$ cat config.mk
export PLATFORM = sky130hd
export DESIGN_NAME = apb_cfg_master
export DESIGN_NICKNAME = d
export VERILOG_FILES = /design/src/rtl/apb_cfg_pkg.sv /design/src/rtl/apb_wait_timer.sv /design/src/rtl/apb_cfg_master.sv
export SDC_FILE = /design/constraint.sdc
export NUM_CORES = 1
export LEC_CHECK = 0
export CAP_MARGIN = 20
export CORE_ASPECT_RATIO = 1.25
export CORE_MARGIN = 5
export CORE_UTILIZATION = 42
export CTS_CLUSTER_SIZE = 10
export DETAILED_ROUTE_END_ITERATION = 7
export PLACE_DENSITY = 0.81
export REMOVE_ABC_BUFFERS = 1
export SLEW_MARGIN = 5
export SYNTH_ARGS = -nofsm -noshare
export SYNTH_HDL_FRONTEND = slang
export SYNTH_SLANG_ARGS = --single-unit
$ cat constraint.sdc
create_clock -name Pclk_i -period 2 [get_ports Pclk_i]
set_input_delay 0.4 -clock Pclk_i [delete_from_list [all_inputs] [get_ports Pclk_i]]
set_output_delay 0.4 -clock Pclk_i [all_outputs]
set_load 0.02 [all_outputs]
$ cat src/rtl/apb_cfg_pkg.sv
// Shared types for the APB configuration initiator: FSM states, arbiter register map, latched command.
package apb_cfg_pkg;

  localparam int CMD_ADDR_W = 8;
  localparam int CMD_DATA_W = 32;

  localparam logic [CMD_ADDR_W-1:0] ARB_CTRL_ADDR   = 8'h00;
  localparam logic [CMD_ADDR_W-1:0] ARB_STATUS_ADDR = 8'h04;

  typedef enum logic [1:0] {
    ST_IDLE   = 2'd0,
    ST_SETUP  = 2'd1,
    ST_ACCESS = 2'd2,
    ST_RESP   = 2'd3
  } state_e;

  // Command captured at acceptance; widths follow the arbiter register map.
  typedef struct packed {
    logic                  write;
    logic [CMD_ADDR_W-1:0] addr;
    logic [CMD_DATA_W-1:0] wdata;
  } cmd_t;

endpackage

$ cat src/rtl/apb_wait_timer.sv
// ACCESS-phase wait counter: cleared before ACCESS, counts PReady-low cycles, flags the last allowed one.
module apb_wait_timer
  import apb_cfg_pkg::*;
#(
  parameter  int LIMIT = 16,
  localparam int W     = $clog2(LIMIT + 1)
) (
  input  logic i_clk,
  input  logic i_rst,
  input  logic i_clr,
  input  logic i_en,
  output logic o_expired
);

  logic [W-1:0] r_cnt;

  always_ff @(posedge i_clk) begin
    if (i_rst || i_clr) begin
      r_cnt <= '0;
    end else if (i_en && (r_cnt != W'(LIMIT))) begin
      r_cnt <= r_cnt + W'(1);
    end
  end

  // The counter reaches LIMIT on the edge that ends this wait cycle.
  assign o_expired = i_en && (r_cnt == W'(LIMIT - 1));

endmodule

$ cat src/rtl/apb_cfg_master.sv
// APB initiator for the arbiter register port: one command at a time, SETUP -> ACCESS -> RESP.
// Optional ACCESS timeout is built in when APB_CFG_MASTER_TIMEOUT_EN is defined.
module apb_cfg_master
  import apb_cfg_pkg::*;
#(
  parameter int ADDR_W         = CMD_ADDR_W,
  parameter int DATA_W         = CMD_DATA_W,
  parameter int TIMEOUT_CYCLES = 16,
  parameter int CNT_W          = 16
) (
  input  logic              Pclk_i,
  input  logic              PReset_i,
  input  logic              cmd_valid_i,
  output logic              cmd_ready_o,
  input  logic              cmd_write_i,
  input  logic [ADDR_W-1:0] cmd_addr_i,
  input  logic [DATA_W-1:0] cmd_wdata_i,
  output logic              rsp_valid_o,
  input  logic              rsp_ready_i,
  output logic [DATA_W-1:0] rsp_rdata_o,
  output logic              rsp_err_o,
  output logic              PSel_o,
  output logic              PEnable_o,
  output logic              PWrite_o,
  output logic [ADDR_W-1:0] PAddr_o,
  output logic [DATA_W-1:0] PWData_o,
  input  logic [DATA_W-1:0] PRData_i,
  input  logic              PReady_i,
  output logic [CNT_W-1:0]  txn_cnt_o
);

  // state  | meaning
  // IDLE   | ready for a command
  // SETUP  | PSel high, PEnable low, one cycle
  // ACCESS | PSel and PEnable high until PReady (or timeout)
  // RESP   | response held until rsp_ready_i

  state_e            r_state;
  cmd_t              r_cmd;
  logic              r_psel;
  logic              r_penable;
  logic              r_rsp_valid;
  logic              r_rsp_err;
  logic [DATA_W-1:0] r_rsp_rdata;
  logic [CNT_W-1:0]  r_txn_cnt;
  logic              w_accept;
  logic              w_timeout;

  assign cmd_ready_o = (r_state == ST_IDLE) && !PReset_i;
  assign w_accept    = cmd_valid_i && cmd_ready_o;

`ifdef APB_CFG_MASTER_TIMEOUT_EN
  logic w_tmr_clr;
  logic w_tmr_en;

  assign w_tmr_clr = (r_state == ST_SETUP);
  assign w_tmr_en  = (r_state == ST_ACCESS) && !PReady_i;

  apb_wait_timer #(
    .LIMIT (TIMEOUT_CYCLES)
  ) u_wait_timer (
    .i_clk     (Pclk_i),
    .i_rst     (PReset_i),
    .i_clr     (w_tmr_clr),
    .i_en      (w_tmr_en),
    .o_expired (w_timeout)
  );
`else
  logic [31:0] w_unused_timeout;

  assign w_unused_timeout = 32'(TIMEOUT_CYCLES);
  assign w_timeout        = 1'b0;
`endif

  always_ff @(posedge Pclk_i) begin
    if (PReset_i) begin
      r_state     <= ST_IDLE;
      r_cmd       <= '0;
      r_psel      <= 1'b0;
      r_penable   <= 1'b0;
      r_rsp_valid <= 1'b0;
      r_rsp_err   <= 1'b0;
      r_rsp_rdata <= '0;
      r_txn_cnt   <= '0;
    end else begin
      case (r_state)
        ST_IDLE: begin
          if (w_accept) begin
            r_cmd   <= '{write: cmd_write_i, addr: cmd_addr_i, wdata: cmd_wdata_i};
            r_psel  <= 1'b1;
            r_state <= ST_SETUP;
          end
        end
        ST_SETUP: begin
          r_penable <= 1'b1;
          r_state   <= ST_ACCESS;
        end
        ST_ACCESS: begin
          // PReady wins over a timeout landing in the same cycle.
          if (PReady_i || w_timeout) begin
            r_psel      <= 1'b0;
            r_penable   <= 1'b0;
            r_rsp_valid <= 1'b1;
            r_rsp_err   <= !PReady_i;
            r_rsp_rdata <= (PReady_i && !r_cmd.write) ? PRData_i : '0;
            r_state     <= ST_RESP;
          end
        end
        ST_RESP: begin
          if (rsp_ready_i) begin
            r_rsp_valid <= 1'b0;
            r_rsp_err   <= 1'b0;
            r_rsp_rdata <= '0;
            r_txn_cnt   <= r_txn_cnt + CNT_W'(1);
            r_state     <= ST_IDLE;
          end
        end
        default: r_state <= ST_IDLE;
      endcase
    end
  end

  assign PSel_o      = r_psel;
  assign PEnable_o   = r_penable;
  assign PWrite_o    = r_psel & r_cmd.write;
  assign PAddr_o     = r_psel ? r_cmd.addr  : '0;
  assign PWData_o    = r_psel ? r_cmd.wdata : '0;
  assign rsp_valid_o = r_rsp_valid;
  assign rsp_rdata_o = r_rsp_rdata;
  assign rsp_err_o   = r_rsp_err;
  assign txn_cnt_o   = r_txn_cnt;

endmodule
==> metrics <==
initial antenna violation count=0; final WL=roughly 11 mm; Placement Setup Slack=31.3 ps; register area share after synthesis=49.4%; Final min period=between 1500 and 2000 ps; Crit path buffers/inverters=2; Yosys cell types=28; Synth Instances=approximately 450; ANT nets after route=0; Root Buffer=clkbuf_16; Data arrival, critical path=1420 ps; CTS Buf Count=9; RSZ-0062 raised after global routing=false; Max IR drop VDD=around 0.00054 V; gr usage total=about a fifth; GPL Wtd Cong=0.794; final hold vios=0; Min-Delay Startpoint=r_cmd[14]; Slew Viols, Final=0; Max-Cap Viols=0; Ant. Diodes=0; Power Total=0.00572 W; crit path from=PSel_o; period utilisation layout=91.0%; Startpoint Class=flip-flop; Port Buffer Count=around 170; worst-path cell chain=buf_4 > and2_1 > dlygate4sd2_1; Net count, final=approximately 700; Std-Cell Rows=39; die width=95.7 µm; CTS Buffer Depth=2; vias=about 3,600; # setup viols final=0; Yosys top cell area share=between 40% and 50%; initial drt markers=between 150 and 200; CTS clk-pin slew, worst paths=60 ps; Min-Delay Path Class=reg2reg; # IOs=~170; setup bufs post-CTS=0; fmax=550 MHz; final setup TNS=0 ps; worst skew pair latency=340 ps; largest net degree at the start of global routing=between 90 and 100; Yosys Warn Count=0; initial core utilization=between 40% and 50%; Reg-to-Reg Start=r_state[0]; Worst path max stage delay=approximately 350 ps; final worst-path setup slack=about 180 ps; Area Overhead vs Synth=56.0%; critical path's top delay family=buffers and inverters; Power Density=approximately 950 mW/mm²; worst-path fanout max=25; vias in the first global route=3,805; cell taking the most area after synthesis=dfxtp_1; cell area after synthesis=0.00385 mm²; core box area=just over 0.009 mm²; Critical-path top delay cell=dlygate4sd2_1; detailed-route DRC error count=0; post-detailed-route wirelength per cell=14.3 µm; Pre-antenna DRT Iters=4; clk_skew=roughly 7.4 ps; CP Capture Type=output pin; HPWL Detailed=7.64 mm; leakage power=around 2.4 nW; count of state elements after synthesis=95; CTS tree=done; Critical Path RT=approximately 1600 ps; H-tree Lvls=3; cell types occupying the most area after synthesis=dfxtp_1 (49%), nand2b_1 (7.1%), and2_1 (6.8%); Avg Cell Area, Syn=around 8.5 µm²; Max-slew headroom=between 40% and 50%; clk sinks=95; Worst Tran Pin Value=approximately 840 ps; vias per cell=between 4 and 5; Die ar.=~0.011 mm²; outcome=complete, no violations; crit path kind=reg2out; Die Y=117 µm; gr ovfl total=0; global-route wire length before repair=between 15 and 20 mm; layout cells sized above 1=around 5.3%
[area by class of cell]
class	count	area, µm²
Clock inverter	6	108
Timing Repair Buffer	183	1780
Sequential cell	95	1900
Clock buffer	10	239
Inverter	5	18.8
Tap cell	123	154
Fill cell	787	3070
Multi-Input combinational cell	321	1810
[worst register-to-register path, delay by kind of cell, from the launching register on]
kind	cells	cell delay, ps
adder cells (fa/ha/maj)	1	200
flip-flops	1	340
AO/OA/AOI/OAI	1	160
AND/OR/NAND/NOR	2	520
buffers and inverters	2	370
[flip-flops by register name, summed over array words and instances (netlist names)]
name	flops
PEnable_o	1
PSel_o	1
r_cmd	41
r_state	2
rsp_err_o	1
rsp_rdata_o	32
rsp_valid_o	1
txn_cnt_o	16
[routing by layer]
layer	vias to the layer above	track usage (%)	wire length [µm]
li1	1822	-	-
met1	1650	21.3	4320
met2	133	33.3	5160
met3	19	6.14	873
met4	0	8.16	263
met5	-	0	0
[through the flow]
stage | cells | cell area, µm² | hold WS, ps | utilization [%]
after floorplan | 421 | 3720 | 444 | -
after global placement | 727 | 5720 | 456 | 63.0
after detailed placement | 727 | 5720 | 460 | 63.0
after CTS | 743 | 6010 | 471 | 66.2
after global routing | 743 | 6010 | 484 | 66.2
final | 743 | 6010 | 468 | 66.2
[layout by cell type (no fill, tap or decap), drive strengths merged, types with 2 or more instances in the layout]
| cell type | netlist | layout |
|---|---|---|
| buf | 6 | 13 |
| nand4 | 5 | 5 |
| bufinv | 0 | 3 |
| nor2 | 52 | 52 |
| nor2b | 2 | 2 |
| nand2 | 50 | 50 |
| o21ai | 44 | 44 |
| nor3 | 4 | 4 |
| dlygate4sd2 | 0 | 41 |
| and2 | 42 | 42 |
| xor2 | 4 | 4 |
| a22oi | 32 | 32 |
| clkdlybuf4s50 | 0 | 127 |
| or3 | 4 | 4 |
| xnor2 | 8 | 8 |
| clkinv | 0 | 2 |
| a21oi | 9 | 9 |
| nand3 | 4 | 4 |
| ha | 6 | 6 |
| inv | 5 | 5 |
| nand2b | 44 | 44 |
| nor4 | 5 | 5 |
| clkbuf | 25 | 11 |
| dfxtp | 95 | 95 |
[Yosys cell counts]
cell / n
a211oi_1: 1
a21oi_1: 9
a22oi_1: 32
and2_1: 42
and3_1: 1
and3b_1: 1
and4_1: 1
buf_2: 5
buf_6: 1
clkbuf_1: 25
dfxtp_1: 95
ha_1: 6
inv_1: 5
mux2i_1: 1
nand2_1: 50
nand2b_1: 44
nand3_1: 4
nand4_1: 4
nand4_2: 1
nor2_1: 52
nor2b_1: 2
nor3_1: 4
nor4_1: 5
o211ai_1: 1
o21ai_0: 44
or3_1: 4
xnor2_1: 8
xor2_1: 4
[repair_timing]
| item | CTS | global route |
|---|---|---|
| setup endpoints to repair | 42 | 2 |
| pin swaps | 0 | 0 |
| hold buffers | 0 | 0 |
| resized for setup | 42 | 3 |
[worst paths after layout]
| path | cells past startpoint | endpoint | slack [ps] |
|---|---|---|---|
| worst max register to register | 6 | r_cmd[17] | 300 |
| worst min-delay path | 2 | r_cmd[14] | 470 |
| worst max-delay path | 3 | PWData_o[13] | 180 |
| worst min register to register | 2 | r_cmd[14] | 470 |
[cells by family after synthesis]
logic type	share of synthesized area (%)
and+or+nand+nor	28.3
DFF	49.4
AOI/OAI and AO/OA	13.5
buffers and inverters	3.86
xor gates and xnor gates	2.73
adders and majority gates	1.95
muxes	0.260
[power breakdown]
group          internal [W]  switching [W]  leakage [nW]
clock network       0.00125       0.000695         0.168
registers           0.00214       0.000127         0.774
logic              0.000676       0.000828          1.46
total               0.00407        0.00165          2.40
Power figures use the tool's default switching activity.
